File: config.mk
export PLATFORM = sky130hd
export DESIGN_NAME = note_player_arbiter
export DESIGN_NICKNAME = d
export VERILOG_FILES = /design/src/rtl/song_pkg.sv /design/src/rtl/rr_free_picker.sv /design/src/rtl/note_player_arbiter.sv
export SDC_FILE = /design/constraint.sdc
export NUM_CORES = 1
export LEC_CHECK = 0
export CORE_MARGIN = 8
export CORE_UTILIZATION = 45
export DETAILED_ROUTE_END_ITERATION = 8
export GPL_TIMING_DRIVEN = 0
export PLACE_DENSITY = 0.81
export SLEW_MARGIN = 20
export SYNTH_ARGS = -nofsm -noshare
export SYNTH_HDL_FRONTEND = slang
export SYNTH_SLANG_ARGS = --single-unit
File: constraint.sdc
create_clock -name clk -period 3.2 [get_ports clk]
set_input_delay 0.32 -clock clk [delete_from_list [all_inputs] [get_ports clk]]
set_output_delay 0.32 -clock clk [all_outputs]
set_load 0.01 [all_outputs]
File: src/rtl/song_pkg.sv
// Shared song-path definitions: field widths, player count, arbiter state enum.
// Reused by the song reader, the note-player arbiter and the note players.
package song_pkg;

    localparam int SONG_NUM_PLAYERS = 3;
    localparam int SONG_NOTE_W      = 6;
    localparam int SONG_DUR_W       = 6;
    localparam int SONG_AGE_W       = 8;
    localparam int MAX_PLAYERS      = 8;
    localparam int PTR_W            = 3;

    typedef enum logic [1:0] {
        IDLE  = 2'd0,
        ISSUE = 2'd1,
        STALL = 2'd2
    } state_e;

    function automatic logic [PTR_W-1:0] onehot_to_idx(input logic [MAX_PLAYERS-1:0] v);
        logic [PTR_W-1:0] idx;
        idx = '0;
        for (int i = 0; i < MAX_PLAYERS; i++) begin
            if (v[i]) idx = PTR_W'(i);
        end
        return idx;
    endfunction

endpackage

File: src/rtl/rr_free_picker.sv
// Rotating first-free search: one-hot grant for the first free player at or after i_start, wrapping.
// Purely combinational, zero latency, no backpressure.
module rr_free_picker
    import song_pkg::*;
#(
    parameter int N = SONG_NUM_PLAYERS
) (
    input  logic [N-1:0]     i_free,
    input  logic [PTR_W-1:0] i_start,
    output logic [N-1:0]     o_grant,
    output logic             o_found
);

    int w_idx;

    always_comb begin
        o_grant = '0;
        o_found = 1'b0;
        w_idx   = 0;
        for (int k = 0; k < N; k++) begin
            // explicit wrap: N need not be a power of two
            w_idx = int'(i_start) + k;
            if (w_idx >= N) w_idx = w_idx - N;
            if (!o_found && i_free[w_idx]) begin
                o_grant[w_idx] = 1'b1;
                o_found        = 1'b1;
            end
        end
    end

endmodule

File: src/rtl/note_player_arbiter.sv
// Round-robin allocator of note requests to players; load one cycle after accept, req_ready low while a note is pending.
// Optional NOTE_STEAL_EN pre-empts the oldest busy player after one full stall cycle.
module note_player_arbiter
    import song_pkg::*;
#(
    parameter int NUM_PLAYERS = SONG_NUM_PLAYERS,
    parameter int NOTE_W      = SONG_NOTE_W,
    parameter int DUR_W       = SONG_DUR_W,
    parameter int AGE_W       = SONG_AGE_W
) (
    input  logic                   clk,
    input  logic                   reset_n,
    input  logic                   req_valid,
    output logic                   req_ready,
    input  logic [NOTE_W-1:0]      req_note,
    input  logic [DUR_W-1:0]       req_duration,
    input  logic                   flush,
    input  logic [NUM_PLAYERS-1:0] note_done,
    output logic [NUM_PLAYERS-1:0] load,
    output logic [NOTE_W-1:0]      load_note,
    output logic [DUR_W-1:0]       load_duration,
    output logic [NUM_PLAYERS-1:0] busy,
    output logic                   all_busy,
    output logic                   stolen
);

    state_e                 r_state, w_state_nxt;
    logic [NUM_PLAYERS-1:0] r_busy;
    logic [PTR_W-1:0]       r_rr_ptr;
    logic [NOTE_W-1:0]      r_hold_note;
    logic [DUR_W-1:0]       r_hold_dur;

    logic [NUM_PLAYERS-1:0] w_free, w_grant, w_load, w_victim;
    logic                   w_found, w_full, w_live, w_steal;
    logic [PTR_W-1:0]       w_grant_idx, w_rr_nxt;

    assign w_free = ~r_busy;
    assign w_full = &r_busy;
    // A load is never issued in a cycle that is being reset or flushed.
    assign w_live = reset_n && !flush;

    rr_free_picker #(
        .N (NUM_PLAYERS)
    ) u_picker (
        .i_free  (w_free),
        .i_start (r_rr_ptr),
        .o_grant (w_grant),
        .o_found (w_found)
    );

    assign w_grant_idx = onehot_to_idx(MAX_PLAYERS'(w_grant));
    assign w_rr_nxt    = (w_grant_idx == PTR_W'(NUM_PLAYERS - 1)) ? '0 : w_grant_idx + 1'b1;

`ifdef NOTE_STEAL_EN
    logic [AGE_W-1:0] r_age [NUM_PLAYERS];
    logic             r_waited;
    int               w_old_idx;

    // Oldest busy player; strict compare keeps ties on the lowest index.
    always_comb begin
        w_old_idx = 0;
        for (int i = 1; i < NUM_PLAYERS; i++) begin
            if (r_age[i] > r_age[w_old_idx]) w_old_idx = i;
        end
        w_victim            = '0;
        w_victim[w_old_idx] = 1'b1;
    end

    assign w_steal = (r_state == STALL) && w_full && r_waited;
    assign stolen  = w_steal && w_live;

    always_ff @(posedge clk) begin
        if (!reset_n) begin
            r_waited <= 1'b0;
            for (int i = 0; i < NUM_PLAYERS; i++) r_age[i] <= '0;
        end else begin
            r_waited <= (r_state == STALL) && w_full && !w_steal;
            for (int i = 0; i < NUM_PLAYERS; i++) begin
                if (w_load[i])
                    r_age[i] <= '0;
                else if (r_busy[i] && (r_age[i] != {AGE_W{1'b1}}))
                    r_age[i] <= r_age[i] + 1'b1;
            end
        end
    end
`else
    assign w_victim = '0;
    assign w_steal  = 1'b0;
    assign stolen   = 1'b0;
`endif

    always_comb begin
        w_state_nxt = r_state;
        w_load      = '0;
        case (r_state)
            IDLE: begin
                if (req_valid) w_state_nxt = w_full ? STALL : ISSUE;
            end
            ISSUE: begin
                w_load      = w_found ? w_grant : '0;
                w_state_nxt = IDLE;
            end
            STALL: begin
                if (!w_full) begin
                    w_state_nxt = ISSUE;
                end else if (w_steal) begin
                    w_load      = w_victim;
                    w_state_nxt = IDLE;
                end
            end
            default: w_state_nxt = IDLE;
        endcase
        if (!w_live) begin
            w_load      = '0;
            w_state_nxt = IDLE;
        end
    end

    always_ff @(posedge clk) begin
        if (!reset_n) begin
            r_state     <= IDLE;
            r_busy      <= '0;
            r_rr_ptr    <= '0;
            r_hold_note <= '0;
            r_hold_dur  <= '0;
        end else begin
            r_state <= w_state_nxt;
            r_busy  <= flush ? '0 : ((r_busy & ~note_done) | w_load);
            if (flush) begin
                r_hold_note <= '0;
                r_hold_dur  <= '0;
            end else if ((r_state == IDLE) && req_valid) begin
                r_hold_note <= req_note;
                r_hold_dur  <= req_duration;
            end
            // steals leave the round-robin pointer alone
            if ((r_state == ISSUE) && w_found && w_live) r_rr_ptr <= w_rr_nxt;
        end
    end

    assign req_ready     = (r_state == IDLE) && !flush;
    assign load          = w_load;
    assign load_note     = (|w_load) ? r_hold_note : '0;
    assign load_duration = (|w_load) ? r_hold_dur  : '0;
    assign busy          = r_busy;
    assign all_busy      = w_full;

endmodule

==> results of run 1 <==
## logic make-up after synthesis
group | Yosys count
AOI/OAI and AO/OA | 59
xor gates and xnor gates | 2
adders and majority gates | 12
buffers and inverters | 29
DFF | 20
muxes | 5
other | 1
and+or+nand+nor | 103
## routing by layer
layer | part of all wire [%] | vias to the layer above | GRT usage [%] | wire, um
met2 | 49 | 77 | 29.1 | 2580
met3 | 6.3 | 10 | 4.84 | 332
met1 | 43 | 870 | 21.0 | 2240
li1 | - | 937 | - | -
met5 | 0 | - | 0 | 0
met4 | 1.6 | 0 | 6.42 | 83
## sequential cells by signal, indices dropped and copies added (netlist names)
name         cells
r_hold_note      6
r_rr_ptr         3
r_state          2
busy             3
r_hold_dur       6
## power breakdown
group          internal [uW]  switching [uW]
registers                254            3.90
clock network           83.6            75.2
logic                   61.3            62.9
total                    398             142
## synthesized netlist by cell type (2+ instances only)
cell       n  area share (%)
a211oi_1   2            0.88
a21oi_1   22             6.5
a31oi_1   12             4.4
and2_1     2            0.73
and2b_1    2            0.88
and3_1     2            0.73
buf_2      7             2.1
buf_4      5             2.2
clkbuf_1   4            0.88
dfxtp_1   20              23
ha_1      12             8.8
inv_1     10             2.2
mux2i_1    3             1.8
nand2_1   36             7.9
nand2b_1   5             1.8
nand3_1   12             3.5
nand3b_1   5             2.2
nor2_1    13             2.9
nor2b_1    3             1.1
nor3_1     6             1.8
nor3b_1    2            0.88
nor4_1     5             1.8
o211ai_1   4             1.8
o21ai_0    3            0.88
o22ai_1    2            0.73
o31ai_1    2            0.88
or3b_2     2             1.0
xnor2_1    2             1.0
## metrics by stage
step           instance area, um^2  setup WS, ns  setup TNS (ns)  util (%)
6_report                      2570        -0.397           -5.17      70.2
5_1_grt                       2570        -0.574           -7.73      70.2
4_1_cts                       2510        -0.465           -6.13      68.7
3_5_place_dp                  2350        -0.969          -13.82      64.2
3_3_place_gp                  2350        -0.911          -12.79      64.2
2_1_floorplan                 1910       -0.0107          -0.107         -
## area by class of cell
type | instances | area, um^2 | share of cell area [%]
Inverter | 10 | 45.0 | 1.75
Clock buffer | 3 | 41.3 | 1.61
Timing Repair Buffer | 52 | 488 | 19.0
Tap cell | 48 | 60.1 | 2.34
Buffer | 18 | 131 | 5.11
Multi-Input combinational cell | 182 | 1390 | 54.3
Sequential cell | 20 | 409 | 15.9
## worst max path at each step
stage                           start          endpoint  cells after the start
after detailed placement  r_rr_ptr[0]  load_duration[0]                     16
after CTS                 r_rr_ptr[0]      load_note[4]                     18
after floorplan           r_rr_ptr[0]  load_duration[0]                     18
final                     r_rr_ptr[0]      load_note[2]                     17
after global placement    r_rr_ptr[0]  load_duration[3]                     16
after global routing      r_rr_ptr[1]      load_note[2]                     16
## worst max-delay path, delay by kind of cell (launching register included)
family                     cells  cell delay, ns
AOI/OAI and AO/OA              5            0.71
adders and majority gates      2            0.54
and+or+nand+nor                5            0.67
buffers and inverters          5            0.73
DFF                            1            0.36
## repair_timing
| item | 4_1_cts | 5_1_grt |
|---|---|---|
| pin swaps | 14 | 13 |
| buffers inserted | 11 | 2 |
| endpoints found under the setup margin | 18 | 16 |
| gates cloned | 1 | 0 |
| resized for setup | 87 | 10 |
==> impl_metrics.env, run 1 <==
export IMPL_cp_required_ns=2.88
export IMPL_synthFlopType="dfxtp_1"
export IMPL_drive_above_1_share_pct=30.9
export IMPL_syn_inst=231
export IMPL_nets=318
export IMPL_core_area_mm2=0.00366
export IMPL_final_common_cell="nand2_1"
export IMPL_violations="negative setup slack"
export IMPL_grt_pass1_wl_mm=8.83
export IMPL_nFillCells=296
export IMPL_cp_start_kind="register"
export IMPL_initialDrtViolationCount=97
export IMPL_netlist_area_mm2=0.00171
export IMPL_timing_rr_end="busy[0]"
export IMPL_p_total_uw=540
export IMPL_insertion_delay_ns=0.25
export IMPL_row_count=22
export IMPL_slew_headroom_pct=51.8
export IMPL_hp_class="register to register"
export IMPL_setup_slack_ns=-0.397
export IMPL_antenna_cells=0
export IMPL_path_class="register to primary output"
export IMPL_path_clk_slew_ns=0.07
export IMPL_cpPeakStageDelay_ns=0.38
export IMPL_finalHoldViolCount=0
export IMPL_synthXorXnorAreaFrac_pct=1.03
export IMPL_ys_async_sr_fraction_pct=0
export IMPL_crit_arrival_ns=3.28
export IMPL_clock_fmax_ghz=0.278
export IMPL_grt_max_degree=11
export IMPL_final_cell_mix="nand2_1, clkdlybuf4s50_1, a21oi_1"
export IMPL_dr_pass1_iters=4
export IMPL_viasPerCell=5.69
export IMPL_min_path_cells=2
export IMPL_grt_pass1_vias=1837
export IMPL_ys_warn_count=0
export IMPL_synthSimpleGateAreaFrac_pct=31.8
export IMPL_synth_seq_area_share_pct=23.5
export IMPL_vdd_ir_drop_max_mv=0.194
export IMPL_dieWidth_um=77.6
export IMPL_grt_usage_pct=17.5
export IMPL_wl_mm=5.23
export IMPL_clk_path_buf_depth=2
export IMPL_grt_overflow_total=0
export IMPL_drc_errors=0
export IMPL_root_buffer="clkbuf_8"
export IMPL_hpwlAfterDp_mm=3.74
export IMPL_slowest_stage="or3b_4"
export IMPL_p_leak_uw=0.000956
export IMPL_synth_cell_type_count=54
export IMPL_io_pins=40
export IMPL_path_cells="buf_6 -> buf_4 -> buf_8 -> nor2_2 -> nor2_1 -> ha_1 -> or3b_4 -> a21oi_2 -> nor3_1 -> a21oi_1 -> ha_2 -> o211ai_1 -> o22ai_2 -> nor2_4 -> buf_8 -> a31oi_4 -> buf_6"
export IMPL_maxSlewViolCount=0
export IMPL_rr_startpoint="r_rr_ptr[0]"
export IMPL_synthMuxAreaShare_pct=3.30
export IMPL_holdPathEnd="r_hold_note[2]"
export IMPL_start_util_pct=46.6
export IMPL_maxCapViolations=0
export IMPL_fin_crit_sh_pct=112
export IMPL_syn_area_per_cell_um2=7.38
export IMPL_end_kind="primary output"
export IMPL_htreeDepth=1
export IMPL_tritoncts="yes"
export IMPL_worstPathMaxFanout=10
export IMPL_final_setup_skew_ns=0.00227
export IMPL_whs_ns=0.463
export IMPL_reg2reg_depth=17
export IMPL_rsz0062_at_grt="true"
export IMPL_synth_edf_count=0
export IMPL_powerDensity_mw_per_mm2=210
export IMPL_cts_hold_buffers_added=0
export IMPL_syn_to_final_growth_pct=50.6
export IMPL_synth_top_family_by_area="simple AND/OR/NAND/NOR gates"
export IMPL_synthAdderAreaFrac_pct=8.80
export IMPL_period_minus_slack_ns=3.60
export IMPL_clock_sinks=20
export IMPL_final_cells=333
export IMPL_setup_viol=15
export IMPL_status="finished, violations left"
export IMPL_hp_start="r_hold_note[2]"
export IMPL_cts_buffers=3
export IMPL_drtAntennaViolNets=0
export IMPL_ys_seq_elements=20
export IMPL_dp_cells=317
export IMPL_antenna_found_initial=0
export IMPL_post_drt_wl_per_cell_um=15.7
export IMPL_fp_dieH_um=77.6
export IMPL_fp_dieArea_mm2=0.00602
export IMPL_synth_compound_area_share_pct=22.8
export IMPL_tightest_slew_ns=0.721
export IMPL_vias=1894
export IMPL_r2r_setup_slack_ns=0.18
export IMPL_postSynthNetCount=262
export IMPL_place_gp_congestion=0.845
export IMPL_port_buffers=38
No activity file was read; power rests on OpenSTA's default activity.
==> run 2, diff against run 1 <==
--- a/config.mk
+++ b/config.mk
@@ -5,8 +5,10 @@
 export SDC_FILE = /design/constraint.sdc
 export NUM_CORES = 1
 export LEC_CHECK = 0
+export CELL_PAD_IN_SITES_DETAIL_PLACEMENT = 1
+export CELL_PAD_IN_SITES_GLOBAL_PLACEMENT = 1
 export CORE_MARGIN = 8
-export CORE_UTILIZATION = 45
+export CORE_UTILIZATION = 32
 export DETAILED_ROUTE_END_ITERATION = 8
 export GPL_TIMING_DRIVEN = 0
 export PLACE_DENSITY = 0.81
==> run 2 against run 1 <==
Compared with the run above: the flow still finishes with violations (negative setup slack); routed wire length rose by 18%; final cell count rose by 9.3%; total power rose by 8.1%; register-to-register slack got worse by 0.02 ns; cell area rose by 5.9%; non-clock buffer count rose by 8; setup slack got worse by 0.045 ns; critical path type unchanged; critical endpoint is now load_duration[2].
==> impl_metrics.env, run 2 (synthesis results as in run 1) <==
export IMPL_status="finished, violations left"
export IMPL_violations="negative setup slack"
export IMPL_viasPerCell=5.37
export IMPL_cp_required_ns=2.88
export IMPL_place_area_mm2=0.00238
export IMPL_final_setup_skew_ns=0.00123
export IMPL_wl_mm=6.20
export IMPL_p_comb_share_pct=22.5
export IMPL_dp_cells=339
export IMPL_crit_arrival_ns=3.32
export IMPL_p_int_uw=427
export IMPL_setup_slack_ns=-0.442
export IMPL_clock_sinks=20
export IMPL_drt_met1_wl_mm=2.73
export IMPL_fin_crit_sh_pct=114
export IMPL_power_share_clock_pct=33.5
export IMPL_worstPathMaxFanout=10
export IMPL_drc_errors=0
export IMPL_grt_max_degree=12
export IMPL_nFillCells=636
export IMPL_wl_met3_um=275
export IMPL_seq_area_um2=409
export IMPL_power_frac_seq_pct=44.0
export IMPL_finalHoldViolCount=0
export IMPL_whs_ns=0.462
export IMPL_dr_pass1_iters=4
export IMPL_drtAntennaViolNets=0
export IMPL_rsz0062_at_grt="true"
export IMPL_root_buffer="clkbuf_8"
export IMPL_row_count=26
export IMPL_final_common_cell="nand2_1"
export IMPL_hpwlAfterDp_mm=4.32
export IMPL_highest_layer="met4"
export IMPL_grt_overflow_total=0
export IMPL_dieWidth_um=89
export IMPL_io_pins=40
export IMPL_vias=1954
export IMPL_drive_above_1_share_pct=35.7
export IMPL_hp_class="register to register"
export IMPL_maxCapViolations=0
export IMPL_htreeDepth=1
export IMPL_cts_buffers=3
export IMPL_final_cells=364
export IMPL_antenna_cells=0
export IMPL_post_drt_wl_per_cell_um=17.0
export IMPL_largestRegisters="r_hold_dur (6), r_hold_note (6)"
export IMPL_maxSlewViolCount=0
export IMPL_port_buffers=38
export IMPL_grt_pass1_wl_mm=9.62
export IMPL_cp_start_kind="register"
export IMPL_period_minus_slack_ns=3.64
export IMPL_nets=326
export IMPL_tightest_slew_ns=0.862
export IMPL_wl_met2_mm=3.12
export IMPL_core_area_mm2=0.00514
export IMPL_slew_headroom_pct=42.4
export IMPL_start_util_pct=33.2
export IMPL_insertion_delay_ns=0.26
export IMPL_place_gp_congestion=0.880
export IMPL_clk_path_buf_depth=2
export IMPL_antenna_found_initial=0
export IMPL_p_leak_uw=0.00101
export IMPL_powerDensity_mw_per_mm2=215
export IMPL_end_kind="primary output"
export IMPL_clock_fmax_ghz=0.275
export IMPL_grt_pass1_vias=1988
export IMPL_path_class="register to primary output"
export IMPL_path_clk_slew_ns=0.08
export IMPL_fp_dieH_um=89
export IMPL_initialDrtViolationCount=52
export IMPL_p_sw_share_pct=26.9
export IMPL_grt_usage_pct=15.0
export IMPL_vdd_ir_drop_max_mv=0.164
export IMPL_fp_dieArea_mm2=0.00792
export IMPL_setup_viol=15
export IMPL_tritoncts="yes"
export IMPL_syn_to_final_growth_pct=59.6
export IMPL_final_cell_mix="nand2_1, clkdlybuf4s50_1, buf_4"
export IMPL_fin_area_mm2=0.00272
export IMPL_power_switching_uw=157
export IMPL_multi_input_area_mm2=0.00144
[run 2: cell count changes in the layout (fill, tap and decap cells not counted), sizes merged]
cell and change:
clkinvlp +1, inv -1, clkdlybuf4s15 +1, clkbuf +2, buf +6
[run 2: what timing repair did]
| item | in CTS | in global routing |
|---|---|---|
| setup buffers | 12 | 10 |
| cloned | 1 | 0 |
| setup endpoints to repair | 19 | 18 |
| gates resized for setup | 87 | 18 |
| pin swaps | 13 | 13 |
| hold buffers | 0 | 0 |
[run 2: final timing paths]
check	startpoint	to	slack, ns	depth (start not counted)
setup / recovery	r_rr_ptr[1]	load_duration[2]	-0.44	13
hold / removal	r_hold_note[3]	r_hold_note[3]	0.46	2
setup reg to reg	r_rr_ptr[1]	r_rr_ptr[1]	0.16	12
hold reg to reg	r_hold_note[3]	r_hold_note[3]	0.46	2
[run 2: critical path, cell delays in order, from the launching register on]
cell,delay [ns]
dfxtp_4,0.43
clkinvlp_4,0.17
ha_1,0.28
nand2b_1,0.18
buf_2,0.17
o31ai_2,0.21
ha_2,0.23
and2b_1,0.12
o21ai_0,0.13
or4_4,0.45
and2_4,0.20
buf_8,0.17
a31oi_4,0.20
buf_6,0.12
[run 2: power by group through the flow]
stage | logic [uW] | registers (uW) | clock network (uW)
4_1_cts | 124 | 257 | 196
6_report | 131 | 257 | 196
5_1_grt | 142 | 258 | 208
2_1_floorplan | 70.4 | 264 | 0
3_3_place_gp | 110 | 265 | 0
3_5_place_dp | 113 | 265 | 0
[run 2: final cells by class]
class                           count  share of cell area, %
Inverter                           10                   1.79
Clock buffer                        4                   2.02
Buffer                             18                   4.97
Tap cell                           70                   3.22
Timing Repair Buffer               60                   20.0
Multi-Input combinational cell    182                   53.0
Sequential cell                    20                   15.0
[run 2: stage by stage]
step / TNS (ns) / worst slack (ns) / total power, uW / utilization, %
after floorplan: -0.107 / -0.0107 / 334 / -
after global placement: -13.61 / -0.971 / 375 / 46.3
after detailed placement: -14.88 / -1.04 / 378 / 46.3
after CTS: -6.97 / -0.502 / 578 / 50.0
after global routing: -7.99 / -0.575 / 608 / 52.9
final: -6.03 / -0.442 / 584 / 52.9
[run 2: metal layers]
layer | GRT usage, % | up-vias
li1 | - | 954
met1 | 17.4 | 951
met2 | 28.1 | 40
met3 | 2.85 | 9
met4 | 2.27 | 0
met5 | 0 | -
==> run 3, diff against run 2 <==
--- a/config.mk
+++ b/config.mk
@@ -7,7 +7,7 @@
 export LEC_CHECK = 0
 export CELL_PAD_IN_SITES_DETAIL_PLACEMENT = 1
 export CELL_PAD_IN_SITES_GLOBAL_PLACEMENT = 1
-export CORE_MARGIN = 8
+export CORE_MARGIN = 1.5
 export CORE_UTILIZATION = 32
 export DETAILED_ROUTE_END_ITERATION = 8
 export GPL_TIMING_DRIVEN = 0
@@ -16,3 +16,4 @@
 export SYNTH_ARGS = -nofsm -noshare
 export SYNTH_HDL_FRONTEND = slang
 export SYNTH_SLANG_ARGS = --single-unit
+export TNS_END_PERCENT = 30
==> run 3 against run 2 <==
Compared with the run above: the flow still finishes with violations (negative setup slack); final cell count fell by 2.2%; register-to-register slack improved by 0.04 ns; non-clock buffer count fell by 8; die area fell by 27%; hold slack improved by 0.00052 ns; maximum frequency rose by 1.8%; routed wire length rose by 0.13%; critical path type unchanged; clock skew rose by 0.0053 ns.
==> impl_metrics.env, run 3 (synthesis results as in run 1) <==
export IMPL_status="finished, violations left"
export IMPL_violations="negative setup slack"
export IMPL_power_share_clock_pct=39.8
export IMPL_place_gp_congestion=0.863
export IMPL_drive_above_1_share_pct=33.6
export IMPL_dp_slack_ns=-1.07
export IMPL_post_drt_wl_per_cell_um=17.4
export IMPL_clock_fmax_ghz=0.280
export IMPL_start_util_pct=33.4
export IMPL_place_area_mm2=0.00238
export IMPL_setup_slack_ns=-0.378
export IMPL_cts_buffers=3
export IMPL_fin_crit_sh_pct=112
export IMPL_period_minus_slack_ns=3.58
export IMPL_cp_required_ns=2.88
export IMPL_p_comb_share_pct=20.3
export IMPL_tritoncts="yes"
export IMPL_syn_to_final_growth_pct=57.9
export IMPL_path_clk_slew_ns=0.08
export IMPL_tightest_slew_ns=0.804
export IMPL_power_switching_uw=161
export IMPL_largestRegisters="r_hold_dur (6), r_hold_note (6)"
export IMPL_htreeDepth=1
export IMPL_clk_path_buf_depth=2
export IMPL_vdd_ir_drop_max_mv=0.169
export IMPL_nets=318
export IMPL_dr_pass1_iters=4
export IMPL_row_count=26
export IMPL_slew_headroom_pct=46.3
export IMPL_fp_dieArea_mm2=0.00578
export IMPL_hpwlAfterDp_mm=4.22
export IMPL_dieWidth_um=76
export IMPL_port_buffers=38
export IMPL_drtAntennaViolNets=0
export IMPL_grt_usage_pct=21.5
export IMPL_maxCapViolations=0
export IMPL_crit_arrival_ns=3.26
export IMPL_cts_hold_buffers_added=0
export IMPL_final_setup_skew_ns=0.00656
export IMPL_p_leak_uw=0.000981
export IMPL_p_total_uw=646
export IMPL_grt_max_degree=13
export IMPL_grt_pass1_vias=2028
export IMPL_worstPathMaxFanout=5
export IMPL_initialDrtViolationCount=47
export IMPL_maxSlewViolCount=0
export IMPL_grt_pass1_wl_mm=10.2
export IMPL_rsz0062_at_grt="true"
export IMPL_vias=1930
export IMPL_path_class="register to primary output"
export IMPL_root_buffer="clkbuf_8"
export IMPL_wl_mm=6.21
export IMPL_power_frac_seq_pct=39.9
export IMPL_final_cell_mix="nand2_1, clkdlybuf4s50_1, a21oi_1"
export IMPL_insertion_delay_ns=0.27
export IMPL_finalHoldViolCount=0
export IMPL_nFillCells=618
export IMPL_p_int_uw=484
export IMPL_fin_util_pct=52.7
export IMPL_end_kind="primary output"
export IMPL_antenna_cells=0
export IMPL_antenna_found_initial=0
export IMPL_setup_viol=15
export IMPL_p_sw_share_pct=25.0
export IMPL_drc_errors=0
export IMPL_cp_start_kind="register"
export IMPL_reg2reg_depth=13
export IMPL_min_path_cells=2
export IMPL_clock_sinks=20
export IMPL_powerDensity_mw_per_mm2=240
export IMPL_fp_dieH_um=76
export IMPL_io_pins=40
export IMPL_core_area_mm2=0.00511
export IMPL_grt_overflow_total=0
export IMPL_hp_class="register to register"
export IMPL_fin_area_mm2=0.00269
export IMPL_viasPerCell=5.42
export IMPL_final_common_cell="nand2_1"
export IMPL_whs_ns=0.463
## run 3: what timing repair did
item,CTS,global route
gates cloned,1,0
setup buffers,9,4
pin swaps,9,13
endpoints found under the setup margin,20,17
resized for setup,80,22
## run 3: cell type report
| class | instances | area [um^2] | area share (%) |
|---|---|---|---|
| timing repair buffer | 52 | 490 | 18.2 |
| buffer | 18 | 141 | 5.25 |
| tap | 70 | 87.6 | 3.25 |
| clock inverter | 1 | 30.0 | 1.12 |
| clock buffer | 3 | 41.3 | 1.53 |
| inverter | 10 | 45.0 | 1.67 |
| multi-input combinational | 182 | 1450 | 53.8 |
| sequential | 20 | 409 | 15.2 |
## run 3: stage by stage
step                      setup TNS (ns)  cells
after detailed placement          -15.05    339
final                              -5.11    356
after floorplan                   -0.107    231
after global placement            -14.05    339
after CTS                          -7.21    352
after global routing               -7.63    356
## run 3: path summary, 6_finish.rpt
path / end / slack (ns) / startpoint
setup / recovery: load_note[0] / -0.38 / r_rr_ptr[0]
hold / removal: r_hold_dur[5] / 0.46 / r_hold_dur[5]
setup reg to reg: r_rr_ptr[1] / 0.20 / r_rr_ptr[1]
hold reg to reg: r_hold_dur[5] / 0.46 / r_hold_dur[5]
## run 3: worst max-delay path, cell delays in order, from the launching register on
cell and delay (ns):
dfxtp_4 0.36, buf_6 0.12, inv_8 0.03, ha_4 0.22, buf_8 0.12, nor2_4 0.07
nor2_2 0.05, ha_4 0.26, or3b_4 0.36, a21oi_2 0.13, nor3_2 0.06, a21oi_2 0.12
ha_2 0.23, o211ai_1 0.11, o22ai_2 0.19, nor2_4 0.08, buf_8 0.16, a31oi_4 0.18
buf_6 0.12
## run 3: metal layers
metal	vias to the layer above	GRT usage [%]	wire, um
met4	0	3.70	114
met1	910	25.8	2600
met2	66	39.8	3210
met5	-	0	0
met3	13	4.31	284
li1	941	-	-
## run 3: power groups by stage
stage               Sequential (uW)  Combinational, uW  Clock (uW)
finish                          257                131         257
global route                    258                143         274
global placement                265                111           0
floorplan                       264               70.4           0
CTS                             257                124         261
detailed placement              265                114           0
